--- src/rtl/pll_lock_supervisor.sv ---
`default_nettype none
// ============================================================================
// Module   : pll_lock_supervisor
// Purpose  : Qualifies the PLL lock flag in the clk48 domain, holds PLL-domain
//            logic in reset until lock has been stable for LOCK_CYCLES, counts
//            lock losses and drives the RGB status LED.
// Revision : 1.0 - initial release
// ============================================================================
module pll_lock_supervisor #(
    parameter int SYNC_STAGES = 2,
    parameter int LOCK_CYCLES = 4800,
    parameter int LOSS_CNT_W  = 8,
    parameter int BLINK_DIV   = 24
) (
    input  logic                  clk48,
    input  logic                  rst,
    input  logic                  locked,
    input  logic                  clear_count,
    output logic                  domain_rst,
    output logic                  ready,
    output logic                  lock_lost,
    output logic [LOSS_CNT_W-1:0] loss_count,
    output logic                  rgb_led0_r,
    output logic                  rgb_led0_g,
    output logic                  rgb_led0_b
);

    localparam int c_STAB_W = $clog2(LOCK_CYCLES);
    localparam logic [c_STAB_W-1:0] c_STAB_LAST = c_STAB_W'(LOCK_CYCLES - 1);

    typedef enum logic [1:0] {
        ST_UNLOCKED  = 2'd0,
        ST_STABILIZE = 2'd1,
        ST_RUN       = 2'd2
    } state_t;

    state_t                  r_state;
    state_t                  w_state_nxt;
    logic [SYNC_STAGES-1:0]  r_sync;
    logic                    w_locked_s;
    logic [c_STAB_W-1:0]     r_stab_cnt;
    logic [c_STAB_W-1:0]     w_stab_nxt;
    logic                    w_loss_evt;
    logic                    r_lock_lost;
    logic [LOSS_CNT_W-1:0]   r_loss_count;
    logic [LOSS_CNT_W-1:0]   w_loss_nxt;
    logic [BLINK_DIV-1:0]    r_blink;

    assign w_locked_s = r_sync[SYNC_STAGES-1];

    always_ff @(posedge clk48) begin
        if (rst) begin
            r_sync       <= '0;
            r_state      <= ST_UNLOCKED;
            r_stab_cnt   <= '0;
            r_lock_lost  <= 1'b0;
            r_loss_count <= '0;
            r_blink      <= '0;
        end else begin
            r_sync       <= {r_sync[SYNC_STAGES-2:0], locked};
            r_state      <= w_state_nxt;
            r_stab_cnt   <= w_stab_nxt;
            r_lock_lost  <= w_loss_evt;
            r_loss_count <= w_loss_nxt;
            r_blink      <= r_blink + BLINK_DIV'(1);
        end
    end

    always_comb begin
        w_state_nxt = r_state;
        w_stab_nxt  = r_stab_cnt;
        w_loss_evt  = 1'b0;
        case (r_state)
            ST_UNLOCKED: begin
                if (w_locked_s) begin
                    w_state_nxt = ST_STABILIZE;
                    w_stab_nxt  = '0;
                end
            end
            ST_STABILIZE: begin
                // A drop here only restarts qualification; it is not a loss.
                if (!w_locked_s) begin
                    w_state_nxt = ST_UNLOCKED;
                end else if (r_stab_cnt == c_STAB_LAST) begin
                    w_state_nxt = ST_RUN;
                end else begin
                    w_stab_nxt = r_stab_cnt + c_STAB_W'(1);
                end
            end
            ST_RUN: begin
                if (!w_locked_s) begin
                    w_state_nxt = ST_UNLOCKED;
                    w_loss_evt  = 1'b1;
                end
            end
            default: begin
                w_state_nxt = ST_UNLOCKED;
            end
        endcase
    end

    // Clear wins over the old value but still records a coincident loss.
    always_comb begin
        w_loss_nxt = r_loss_count;
        if (clear_count) begin
            w_loss_nxt = w_loss_evt ? LOSS_CNT_W'(1) : '0;
        end else if (w_loss_evt && !(&r_loss_count)) begin
            w_loss_nxt = r_loss_count + LOSS_CNT_W'(1);
        end
    end

    assign domain_rst = (r_state != ST_RUN);
    assign ready      = (r_state == ST_RUN);
    assign lock_lost  = r_lock_lost;
    assign loss_count = r_loss_count;

    always_comb begin
        rgb_led0_r = 1'b1;
        rgb_led0_g = 1'b1;
        rgb_led0_b = 1'b1;
        case (r_state)
            ST_UNLOCKED:  rgb_led0_r = ~r_blink[BLINK_DIV-1];
            ST_STABILIZE: rgb_led0_b = 1'b0;
            ST_RUN:       rgb_led0_g = 1'b0;
            default:      rgb_led0_r = 1'b1;
        endcase
    end

endmodule
`default_nettype wire

--- config.mk ---
export PLATFORM = sky130hd
export DESIGN_NAME = pll_lock_supervisor
export DESIGN_NICKNAME = d
export VERILOG_FILES = /design/src/rtl/pll_lock_supervisor.sv
export SDC_FILE = /design/constraint.sdc
export NUM_CORES = 1
export LEC_CHECK = 0
export CELL_PAD_IN_SITES_DETAIL_PLACEMENT = 0
export CELL_PAD_IN_SITES_GLOBAL_PLACEMENT = 1
export CORE_MARGIN = 2
export CORE_UTILIZATION = 47
export CTS_CLUSTER_DIAMETER = 60
export DETAILED_ROUTE_END_ITERATION = 6
export PLACE_DENSITY = 0.92
export RECOVER_POWER = 25
export SYNTH_ARGS = -nofsm -noshare
export SYNTH_HDL_FRONTEND = slang
export SYNTH_SLANG_ARGS = --single-unit
--- constraint.sdc ---
create_clock -name clk48 -period 3.2 [get_ports clk48]
set_input_delay 0.96 -clock clk48 [delete_from_list [all_inputs] [get_ports clk48]]
set_output_delay 0.96 -clock clk48 [all_outputs]
set_load 0.02 [all_outputs]
==> out/metrics.yaml <==
finish:
  drive_above_1_share_pct: 6.475
  syn_to_final_growth_pct: 13.87
  postLayoutCellArea_um2: 2630
  fillers: 436
  utilization_pct: 55.68
  nets: 285
  antenna_cells: 0
synthesis:
  synthDominantCellAreaShare_pct: 43.34
  async_flop_share_pct: 0
  synth_area_leaders: "dfxtp_1, nor2_1, xor2_1"
  ys_types: 47
  synth_cells: 264
  synth_area_um2: 2310
  seq_area_frac_synth_pct: 43.34
  synth-main-ff-cell: "dfxtp_1"
  avgSynthCellArea_um2: 8.749
  synth-edff-count: 0
  syn_nets: 271
  ys.warnings.count: 0
  ys_seq_elements: 50
  synth_top_cell_by_area: "dfxtp_1"
floorplanning:
  dieArea_um2: 5491
  die_h_um: 74.10
  row_count: 25
  dieWidth_um: 74.10
  pin_count: 18
  initial_core_util_pct: 48.90
  core_area_um2: 4723
placed_design:
  place_hpwl_um: 2909
  gp_congestion: 0.8047
  numPortBuffers: 17
  placed_cell_area_um2: 2517
sta:
  skew_ns: 0.004392
  final.period_utilization_pct: 78.84
  finalSetupViolCount: 0
  maxSlewViolCount: 0
  worst_pin_slew_ns: 0.6226
  period_needed_ns: 2.523
  rsz0062_at_grt: "false"
  relSlewSlack_pct: 57.91
  fmax_ghz: 0.3964
  hold_viol_final: 0
  finalSetupTns_ns: 0
detailed_routing:
  viasPerCell: 5.383
  post_drt_wl_per_cell_um: 11.79
  antenna_left: 0
  drc_errors: 0
  vias: 1857
  dr.pass1.iters: 4
  routed_wl_um: 4069
  drt_first_iter_violations: 66
critical_path:
  crit_arrival_ns: 1.56
  r2r_end: "r_blink[22]"
  r2r-start: "r_blink[9]"
  path_buf_inv: 1
  critical_path_class: "reg2out"
  critPathLaunchType: "flip-flop"
  crit_start: "r_state[1]"
  crit_chain: "nor2b_1, clkdlybuf4s50_1"
  reg2reg_depth: 4
  endpoint_kind: "output port"
  cp.depth: 2
  critical-path-slowest-cell: "clkdlybuf4s50_1"
  cp_max_fo: 10
  crit_family: "buffers and inverters"
  required_ns: 2.24
  reg2reg_slack_ns: 1.21
  slowest_delay_ns: 0.62
clock_tree:
  cts_buffers: 5
  clockBufferDepth: 2
  cts_hold_buffers: 0
  cts_resized: 0
  clock_sinks: 50
  clock_latency_ns: 0.29
  cts-root-buf: "clkbuf_8"
  clk_pin_slew_ns: 0.08
  cts_tree: "built"
  h-tree-depth: 2
  post_cts_buffers: 0
power:
  p_comb_share_pct: 2.5
  powerDensity_nw_per_um2: 420.4
  totalPowerFinal_uw: 1106
  clkPwrFrac_pct: 40.2
  p_sw_share_pct: 19.65
  p_int_uw: 888.3
  pwr-share-seq_pct: 57.3
  switchingPower_uw: 217.2
  vdd_drop_max_mv: 0.2262
  leakage_uw: 0.0008313
global_route:
  grt_pass1_wl_um: 7286
  grt_max_degree: 34
  antenna_found_initial: 0
  grtUsageTotal_pct: 16.74
  first_global_vias: 1695
  grt.overflow.total: 0
min_path:
  min_to: "r_sync[1]"
  whs_path_depth: 1
  min_path_type: "reg2reg"
  hp-start: "r_sync[0]"
job:
  maxCapViolCount: 0
outcome:
  outcome: "finished clean"
cells in the mapped netlist (all sizes together) (2+ instances only):
cell type / number
dfxtp: 50
nor2: 32
nand3: 19
nand2: 17
a21oi: 16
xor2: 12
xnor2: 11
clkbuf: 9
nand4: 9
o21ai: 9
or4: 7
and3: 6
nor2b: 6
nor4: 6
inv: 5
o31ai: 5
nor3: 4
or3: 4
and4: 3
ha: 3
nand2b: 3
o211ai: 3
or4b: 3
buf: 2
mux2i: 2
nor3b: 2
o41ai: 2
or2: 2
layer usage:
layer  track usage [%]  vias to the layer above  share of wire (%)
met5                 0                        -                  0
met4             4.848                        0                1.0
met3             4.472                        5                2.7
met2             27.88                       19                 46
met1             21.36                      851                 50
li1                  -                      982                  -
kinds of logic after synthesis:
kind of cell	Yosys count	share of synthesized area (%)
flops	50	43.34
compound gates	39	10.56
buf+inv	16	3.142
xor+xnor	23	8.721
simple gates	130	31.26
fa+ha+maj	3	1.625
mux	3	1.354
how the worst max path moves through the flow:
stage | slack (ns) | to
finish | 0.68 | ready
global route | 0.58 | rgb_led0_g
CTS | 0.66 | domain_rst
detailed placement | 0.94 | r_stab_cnt[5]
global placement | 0.95 | r_stab_cnt[5]
floorplan | 0.98 | rgb_led0_g
cells in the final DEF, fill, tap and decap left out, types with 2 or more instances in the layout:
cell,synthesis,routed
a21oi_1,16,16
and3_1,5,5
and4_1,2,2
clkbuf_8,0,6
clkdlybuf4s50_1,0,16
dfxtp_1,50,50
ha_1,3,3
inv_1,5,5
mux2i_1,2,2
nand2_1,17,17
nand2b_1,3,3
nand3_1,19,19
nand4_1,9,9
nor2_1,32,32
nor2b_1,6,6
nor3_1,4,4
nor3b_1,2,2
nor4_1,6,6
o211ai_1,3,3
o21ai_0,9,9
o31ai_1,5,5
or3_1,4,4
or4_1,5,5
or4_4,2,2
or4b_1,2,2
xnor2_1,11,11
xor2_1,12,12
power groups by stage:
| stage | logic (uW) | registers, uW | clock network, uW |
|---|---|---|---|
| 2_1_floorplan | 20.4 | 647 | 0 |
| 3_3_place_gp | 28.7 | 648 | 0 |
| 3_5_place_dp | 28.8 | 648 | 0 |
| 4_1_cts | 29.1 | 634 | 458 |
| 5_1_grt | 32.1 | 635 | 480 |
| 6_report | 28.1 | 633 | 444 |
worst register-to-register path: stages, from the launching register on:
cell     delay (ns)
dfxtp_1        0.43
nand4_1        0.16
or4_4          0.65
or4_1          0.54
a21oi_1        0.16
flip-flops by register name (all words and copies together) (netlist names):
signal      flops
loss_count      8
r_blink        24
r_stab_cnt     13
lock_lost       1
r_state         2
r_sync          2
through the flow:
step / hold slack, ns / setup WS [ns] / std cells
global placement: 0.4452 / 0.9524 / 338
CTS: 0.4665 / 0.6591 / 345
finish: 0.4679 / 0.6771 / 345
detailed placement: 0.4507 / 0.9391 / 338
global route: 0.4724 / 0.5763 / 345
floorplan: 0.4138 / 0.9812 / 264
cell type report:
cell class	instances	area (um^2)	area share [%]
clock buffer	6	82.58	3.140
clock inverter	1	30.03	1.142
inverter	5	18.77	0.7136
multi-input combinational	198	1236	47.00
sequential	50	1001	38.06
tap	67	83.83	3.187
timing repair buffer	18	177.7	6.755
Note: power is estimated with default switching activity, not from simulation.
